**config.mk**
```make
export PLATFORM = sky130hd
export DESIGN_NAME = dac_sample_scheduler
export DESIGN_NICKNAME = d
export VERILOG_FILES = /design/src/rtl/dac_pkg.sv /design/src/rtl/sample_rate_div.sv /design/src/rtl/dac_sample_scheduler.sv
export SDC_FILE = /design/constraint.sdc
export NUM_CORES = 1
export LEC_CHECK = 0
export CAP_MARGIN = 20
export CORE_ASPECT_RATIO = 1.5
export CORE_MARGIN = 8
export CORE_UTILIZATION = 45
export DETAILED_ROUTE_END_ITERATION = 8
export HOLD_SLACK_MARGIN = 0.08
export PLACE_DENSITY_LB_ADDON = 0.3
export SLEW_MARGIN = 20
export SYNTH_ARGS = -nofsm -noshare
export SYNTH_HDL_FRONTEND = slang
export SYNTH_SLANG_ARGS = --single-unit
```
**constraint.sdc**
```tcl
create_clock -name clk_in -period 2.7 [get_ports clk_in]
set_clock_uncertainty 0.2 [all_clocks]
set_input_delay 0.54 -clock clk_in [delete_from_list [all_inputs] [get_ports clk_in]]
set_output_delay 0.54 -clock clk_in [all_outputs]
set_load 0.03 [all_outputs]
```
**src/rtl/dac_pkg.sv**
```systemverilog
// Shared types and constants for the DAC sample scheduler.
package dac_pkg;

  typedef enum logic [1:0] {
    IDLE,
    FETCH,
    HOLD,
    LAUNCH
  } schedState_t;

  localparam logic [15:0] DAC_MIDSCALE = 16'h8000;
  localparam int          SAMPLE_BYTES = 4;
  localparam int          BYTE_IDX_W   = $clog2(SAMPLE_BYTES);

endpackage

```
**src/rtl/sample_rate_div.sv**
```systemverilog
// Sample-period divider: counts 0..SAMPLE_DIV-1 while enabled and flags the last count.
module sample_rate_div #(
  parameter int SAMPLE_DIV = 1134
) (
  input  logic clk_in,
  input  logic reset_n,
  input  logic enable,
  output logic sample_tick
);

  localparam int              DIV_W    = $clog2(SAMPLE_DIV);
  localparam logic [DIV_W-1:0] LAST_CNT = DIV_W'(SAMPLE_DIV - 1);

  logic [DIV_W-1:0] divCnt;

  always_ff @(posedge clk_in or negedge reset_n) begin
    if (!reset_n) begin
      divCnt <= '0;
    end else if (!enable || divCnt == LAST_CNT) begin
      divCnt <= '0;
    end else begin
      divCnt <= divCnt + DIV_W'(1);
    end
  end

  assign sample_tick = (divCnt == LAST_CNT);

endmodule

```
**src/rtl/dac_sample_scheduler.sv**
```systemverilog
// Paces stereo samples from the write FIFO into the DAC serializer, one launch per sample period.
// Optional build macro DAC_SCHED_UNDERRUN_MUTE_EN: an empty-staging underrun launches midscale instead of holding.
module dac_sample_scheduler
  import dac_pkg::*;
#(
  parameter int SAMPLE_DIV = 1134,
  parameter int CNT_W      = 16
) (
  input  logic             clk_in,
  input  logic             reset_n,
  input  logic             enable,
  input  logic [7:0]       fifo_data,
  input  logic             fifo_valid,
  output logic             fifo_ready,
  input  logic             spi_busy,
  output logic             spi_start,
  output logic [15:0]      spi_word_a,
  output logic [15:0]      spi_word_b,
  output logic             sample_tick,
  output logic             underrun,
  output logic [CNT_W-1:0] underrun_count
);

  schedState_t            state, nextState;
  logic [BYTE_IDX_W-1:0]  byteIdx;
  logic                   stagedFull;
  logic [15:0]            stageA, stageB;
  logic [15:0]            wordA, wordB;
  logic                   startQ, underrunQ;
  logic [CNT_W-1:0]       underrunCnt;
  logic                   tick, fifoReady, xfer, lastByte;
  logic                   launchHit, underrunHit, muteHit;

  function automatic logic [CNT_W-1:0] satInc(input logic [CNT_W-1:0] v);
    return (&v) ? v : v + CNT_W'(1);
  endfunction

  sample_rate_div #(
    .SAMPLE_DIV(SAMPLE_DIV)
  ) uDiv (
    .clk_in      (clk_in),
    .reset_n     (reset_n),
    .enable      (enable),
    .sample_tick (tick)
  );

  assign xfer     = fifoReady & fifo_valid;
  assign lastByte = (byteIdx == BYTE_IDX_W'(SAMPLE_BYTES - 1));

  always_ff @(posedge clk_in or negedge reset_n) begin
    if (!reset_n) begin
      state <= IDLE;
    end else begin
      state <= nextState;
    end
  end

  always_comb begin
    nextState   = state;
    fifoReady   = 1'b0;
    launchHit   = 1'b0;
    underrunHit = 1'b0;
    muteHit     = 1'b0;
    case (state)
      IDLE:   if (enable) nextState = FETCH;
      FETCH: begin
        fifoReady = 1'b1;
        if (fifo_valid && lastByte) nextState = HOLD;
      end
      HOLD: begin
        if (tick && stagedFull && !spi_busy) begin
          launchHit = 1'b1;
          nextState = LAUNCH;
        end
      end
      LAUNCH: nextState = FETCH;
      default: nextState = IDLE;
    endcase
    // Any tick that does not launch is a missed period, whatever the fetch progress.
    underrunHit = tick && !launchHit;
`ifdef DAC_SCHED_UNDERRUN_MUTE_EN
    muteHit = underrunHit && !stagedFull && !spi_busy;
`endif
    if (!enable) begin
      nextState   = IDLE;
      launchHit   = 1'b0;
      underrunHit = 1'b0;
      muteHit     = 1'b0;
    end
  end

  always_ff @(posedge clk_in or negedge reset_n) begin
    if (!reset_n) begin
      byteIdx     <= '0;
      stagedFull  <= 1'b0;
      startQ      <= 1'b0;
      underrunQ   <= 1'b0;
      underrunCnt <= '0;
      wordA       <= '0;
      wordB       <= '0;
    end else if (!enable) begin
      byteIdx    <= '0;
      stagedFull <= 1'b0;
      startQ     <= 1'b0;
      underrunQ  <= 1'b0;
    end else begin
      startQ <= launchHit | muteHit;
      if (xfer) begin
        byteIdx <= byteIdx + BYTE_IDX_W'(1);
        if (lastByte) stagedFull <= 1'b1;
      end
      if (state == LAUNCH) stagedFull <= 1'b0;
      if (launchHit) begin
        wordA <= stageA;
        wordB <= stageB;
      end else if (muteHit) begin
        wordA <= DAC_MIDSCALE;
        wordB <= DAC_MIDSCALE;
      end
      if (underrunHit) begin
        underrunQ   <= 1'b1;
        underrunCnt <= satInc(underrunCnt);
      end
    end
  end

  // Staging bytes arrive little-endian: A low, A high, B low, B high.
  always_ff @(posedge clk_in) begin
    if (xfer) begin
      case (byteIdx)
        2'd0:    stageA[7:0]  <= fifo_data;
        2'd1:    stageA[15:8] <= fifo_data;
        2'd2:    stageB[7:0]  <= fifo_data;
        default: stageB[15:8] <= fifo_data;
      endcase
    end
  end

  assign fifo_ready     = fifoReady;
  assign spi_start      = startQ;
  assign spi_word_a     = wordA;
  assign spi_word_b     = wordB;
  assign sample_tick    = tick;
  assign underrun       = underrunQ;
  assign underrun_count = underrunCnt;

endmodule

```
# Word level (Yosys, flattened, before mapping)
# Cells that the tools add are included.
# word_totals
register_bits	98
inputBits	13
out_inout_bits	52
# classes
n_addsub	3
n_eq_ne	13
mux	19
n_bitwise	3
reduce_logical	21
# ops
cell	count
$add A16 B1 Y16 const B	1
$reduce_and A16 Y1	1
$reduce_and A2 Y1	7
$mux W1	12
$add A11 B1 Y11 const B	1
$eq A11 B11 Y1 const B	1
$mux W11	1
$mux W2	5
$eq A2 B2 Y1 const B	4
$ne A3 B1 Y1 const B	2
$ne A3 B3 Y1 const B	2
$pmux W2 S3	1
$eq A2 B1 Y1 const B	2
$logic_and A1 B1 Y1	4
$logic_not A2 Y1	2
$ne A2 B1 Y1 const B	2
$logic_not A1 Y1	3
$reduce_and A3 Y1	1
$reduce_or A3 Y1	1
$add A2 B1 Y2 const B	1
$not A1 Y1	2
$reduce_or A2 Y1	1
$and A1 B1 Y1	1
$logic_or A1 B1 Y1	1

# Logic depth before layout (Yosys ltp)
# logic_depth
word_depth	10
mapped_depth	7
mapped_depth_nobuf	6

# By module
# From an unflattened synthesis, not the netlist that was laid out.
# unflattened
hier_cells	271
area_unflattened_um2	3963.8
# by_module_without_submodules
module	instances	cells_per_inst	area_per_inst_um2	seq_area_each_um2
dac_sample_scheduler	1	216	3405.8	2337.2
sample_rate_div	1	55	558.0	275.3

# Worst setup path after synthesis
# OpenSTA, ideal clock, no wires.
# synth_path
kind	flip-flop to flip-flop
from	register underrunCnt[0] (netlist: underrun_count[0])
to	register underrunCnt[1] (netlist: underrun_count[1])
setup_ns	0.128
t_arrival_ns	2.105
required_ns	2.372
slack_ns	0.268
stages_incl_launch_ff	7
path_buffers	1
period_less_slack_ns	2.432
path_cell_list	dfrtp_1 ha_1 nand2_1 nor4_1 buf_2 a21oi_1 mux2_1
# synth_between
elab_chain_len	3
elab_cells_between_ends	4
classes_between	add/sub: 1; bitwise: 1; reduce/logical: 2
# synth_rtl
element	line	rtl
from (decl)	dac_sample_scheduler.sv:30	logic [CNT_W-1:0] underrunCnt;
from (signal assigned)	dac_sample_scheduler.sv:122	underrunCnt <= satInc(underrunCnt);
parallel branches: the longest is 3 deep, another holds $add A16 B1 Y16	--	
# Parallel ways; which one is timed is not known.
# A chain may end at the register's enable or synchronous reset.

# Worst setup path after layout
# layout_path
from	register uDiv.divCnt[1]
to	output port sample_tick
# layout_between
elab_chain_len	1
# layout_rtl
element	line	rtl
from (decl)	sample_rate_div.sv:14	logic [DIV_W-1:0] divCnt;
from (signal assigned)	sample_rate_div.sv:22	divCnt <= divCnt + DIV_W'(1);
$eq A11 B11 Y1	sample_rate_div.sv:26	assign sample_tick = (divCnt == LAST_CNT);
to (decl)	dac_sample_scheduler.sv:19	output logic sample_tick,
# No other way between the ends.

==> summary.txt <==
Status
  • Outcome: completed

Power and ir drop
  • Seq pwr share: 0.530
  • Clk pwr share: 0.387
  • Int Pwr: 0.00235 W
  • Switching power: roughly 0.00071 W
  • Peak VDD IR: 0.333 mV
  • Pwr dens: 589 mW/mm2
  • Gate power share: 0.083
  • Sw frac: 0.233
  • Leakage: 2.29 nW

Logic synthesis
  • Mean Syn Cell Area: 13.9 um2
  • Synth top cells by count: dfrtp_1, mux2_1, edfxtp_1
  • Post-Synth Simple-Gate Area: 0.117
  • Post-synth EDFFs: 32
  • Synth Area in Compound Gates: 0.0388
  • Mapped Area: 0.00403 mm2
  • Synthesized-area fraction occupied by adder cells: 0.0342
  • Yosys top cell by area: dfrtp_1
  • Synthesized instance count: 289
  • Largest cells by area after synthesis: dfrtp_1, edfxtp_1, mux2_1
  • Largest family of logic cells by synthesized area: simple AND/OR/NAND/NOR gates
  • Multiplexer share of the synthesized area: 0.101
  • Synth Flop Type: dfrtp_1
  • Sequential fraction of the synthesis area: 0.648
  • Library cells used by synthesis: 37
  • Ys async rst share: 0.673
  • Synth top area share: 0.410
  • Post-Syn Nets: between 300 and 400
  • Synthesized flop and latch total: 98
  • Count leader, synth: dfrtp_1
  • Ys Warns: 0
  • XOR/XNOR share of the synthesized area: 0.0457

Min path
  • Hold WC Path Type: reg2reg

Critical path
  • Critical path startpoint category: flip-flop
  • CP Buf/Inv Count: 3
  • Crit path max-delay family: simple AND/OR/NAND/NOR gates
  • Kind of critical path: reg2out
  • CP Capture Type: output pin
  • Slowest stage delay, CP: roughly 440 ps
  • Worst-path fanout max: 2
  • Slowest CP cell: or4b_1
  • Cell-by-cell trace of the critical path: inv_1, ha_2, or4b_1, or3_4, inv_2, buf_6
  • Worst path required time: 1960 ps
  • CP Data Arrival Time: 1930 ps

Clock tree
  • Skew-Pair Late Insertion Delay: 330 ps
  • TritonCTS Buffers: 9
  • Clock sink count: 98
  • H-tree depth: 3
  • Clock Pin Slew Worst Setup and Hold Paths: 60 ps
  • CTS tree: built
  • Root Buffer: clkbuf_16
  • CTS max path bufs: 2

Routing
  • Vias per inst: 5.25
  • DRT Pass-1 Iters: 4
  • Remaining antenna violation count after routing: 0
  • Via count: about 2.6k
  • Detailed Route WL: 7.91 mm
  • DRT iter0 DRCs: 82
  • WL per Instance: about 16 um
  • # DRC: 0

Timing
  • Final worst slack: 29.2 ps
  • Unrepaired setup endpoints after global routing: true
  • Fin crit period: 2670 ps
  • Max-slew violation count: 0
  • # setup viols final: 0
  • Final hold vios: 0
  • Slew margin rel.: 0.547
  • Fin crit share: 0.989
  • Highest clock rate: 374 MHz
  • Worst-margin pin slew: 677 ps

Global routing
  • Largest net degree at the start of global routing: 67
  • Gr ovfl total: 0
  • Antenna violations before repair: 0
  • First-pass GRT wire length: 12.8 mm
  • Vias in the first global route: 2620
  • Total global-route track usage: 0.131

Cells and area
  • Fraction of layout cells with a size suffix above 1: 0.0902
  • Final net count: 396
  • Final core occ: 0.593
  • Area growth syn-to-layout: 29.1%
  • Antenna diodes: 0

Flow run
  • Max cap viols: 0

Floorplanning
  • Die width: 93.3 um
  • Core area: 0.00878 mm2
  • Die height: approximately 130 um
  • Die area: 0.0123 mm2
  • Initial core utilization: 0.459
  • Row cnt: 42
  • Ports: 65

Placed design
  • Placement Setup Slack: -69.3 ps
  • Hpwl dp: 5.58 mm
  • GP Congestion: 0.776
  • Number of port buffers: 64
final timing paths:
kind | start | slack [ps] | cells after the start | to
min in group asynchronous | reset_n | 550 | 3 | spi_word_a[7]$_DFFE_PN0P_
min reg2reg | stageB[4]$_DFFE_PP_ | 250 | 1 | spi_word_b[4]$_DFFE_PN0P_
max | uDiv.divCnt[1]$_DFF_PN0_ | 30 | 6 | sample_tick
max in group asynchronous | reset_n | 1470 | 3 | underrun_count[8]$_DFFE_PN0P_
min | stageB[4]$_DFFE_PP_ | 250 | 1 | spi_word_b[4]$_DFFE_PN0P_
max reg2reg | state[0]$_DFFE_PN0P_ | 240 | 7 | underrun_count[6]$_DFFE_PN0P_
repair_timing:
| item | CTS | global route |
|---|---|---|
| setup endpoints to repair | 1 | 1 |
| endpoints found under the hold margin | 66 | 0 |
| buffers inserted | 2 | 1 |
| hold buffers | 1 | 0 |
| pin swaps | 1 | 1 |
| resized for setup | 4 | 0 |
final cells by class:
| class | instances | area (um2) |
|---|---|---|
| clock inverters | 5 | 38.8 |
| clock buffers | 11 | 243 |
| repair buffers | 78 | 769 |
| well taps | 110 | 138 |
| inverters | 10 | 37.5 |
| multi-input cells | 175 | 1360 |
| fillers | 717 | 3580 |
| flip-flops and latches | 98 | 2610 |
logic make-up (layout without fill, tap and decap cells):
logic type	after synthesis	count (layout)
xor gates and xnor gates	21	21
DFF	98	98
AOI/OAI and AO/OA	20	20
muxes	36	36
buffers and inverters	16	104
and+or+nand+nor	87	87
adders and majority gates	11	11
layout by cell type (no fill, tap or decap), drive strengths merged, types with 7 or more instances in the layout:
| master | synthesis | layout |
|---|---|---|
| dfrtp | 66 | 66 |
| clkdlybuf4s50 | 0 | 62 |
| mux2 | 36 | 36 |
| edfxtp | 32 | 32 |
| nand2 | 16 | 16 |
| nand3 | 16 | 16 |
| xor2 | 15 | 15 |
| nor2 | 15 | 15 |
| buf | 5 | 15 |
| ha | 11 | 11 |
| inv | 10 | 11 |
| clkbuf | 1 | 11 |
| and3 | 10 | 10 |
| a211oi | 7 | 7 |
metrics by stage:
stage | cell area (um2) | TNS [ps] | total power [W] | instances | hold slack, ps
after global routing | 5200 | -28.0 | 0.00318 | 487 | 271
after global placement | 4870 | -1.42 | 0.00189 | 467 | 235
after CTS | 5190 | -24.3 | 0.00309 | 486 | 259
after floorplan | 4030 | 0 | 0.00178 | 289 | 44.4
final | 5200 | 0 | 0.00306 | 487 | 254
after detailed placement | 4870 | -188 | 0.00190 | 467 | 243
flip-flops by register name, indices dropped and copies added, names as in the netlist:
| register | cells |
|---|---|
| spi_word_a | 16 |
| spi_word_b | 16 |
| stageA | 16 |
| stageB | 16 |
| underrun_count | 16 |
| uDiv.divCnt | 11 |
| byteIdx | 2 |
| state | 2 |
| spi_start | 1 |
| stagedFull | 1 |
| underrun | 1 |
metal layers:
| layer | share of wire | vias up | GRT usage |
|---|---|---|---|
| li1 | - | 1210 | - |
| met1 | 0.41 | 1266 | 0.145 |
| met2 | 0.51 | 66 | 0.225 |
| met3 | 0.059 | 13 | 0.0342 |
| met4 | 0.021 | 0 | 0.0630 |
| met5 | 0 | - | 0 |
power groups by stage:
stage | sequential (W) | combinational, W | clock (W)
finish | 0.00162 | 0.000254 | 0.00118
global route | 0.00163 | 0.000288 | 0.00127
CTS | 0.00162 | 0.000258 | 0.00121
global placement | 0.00165 | 0.000242 | 0
detailed placement | 0.00165 | 0.000253 | 0
floorplan | 0.00164 | 0.000140 | 0
Note: power is estimated with default switching activity, not from simulation.
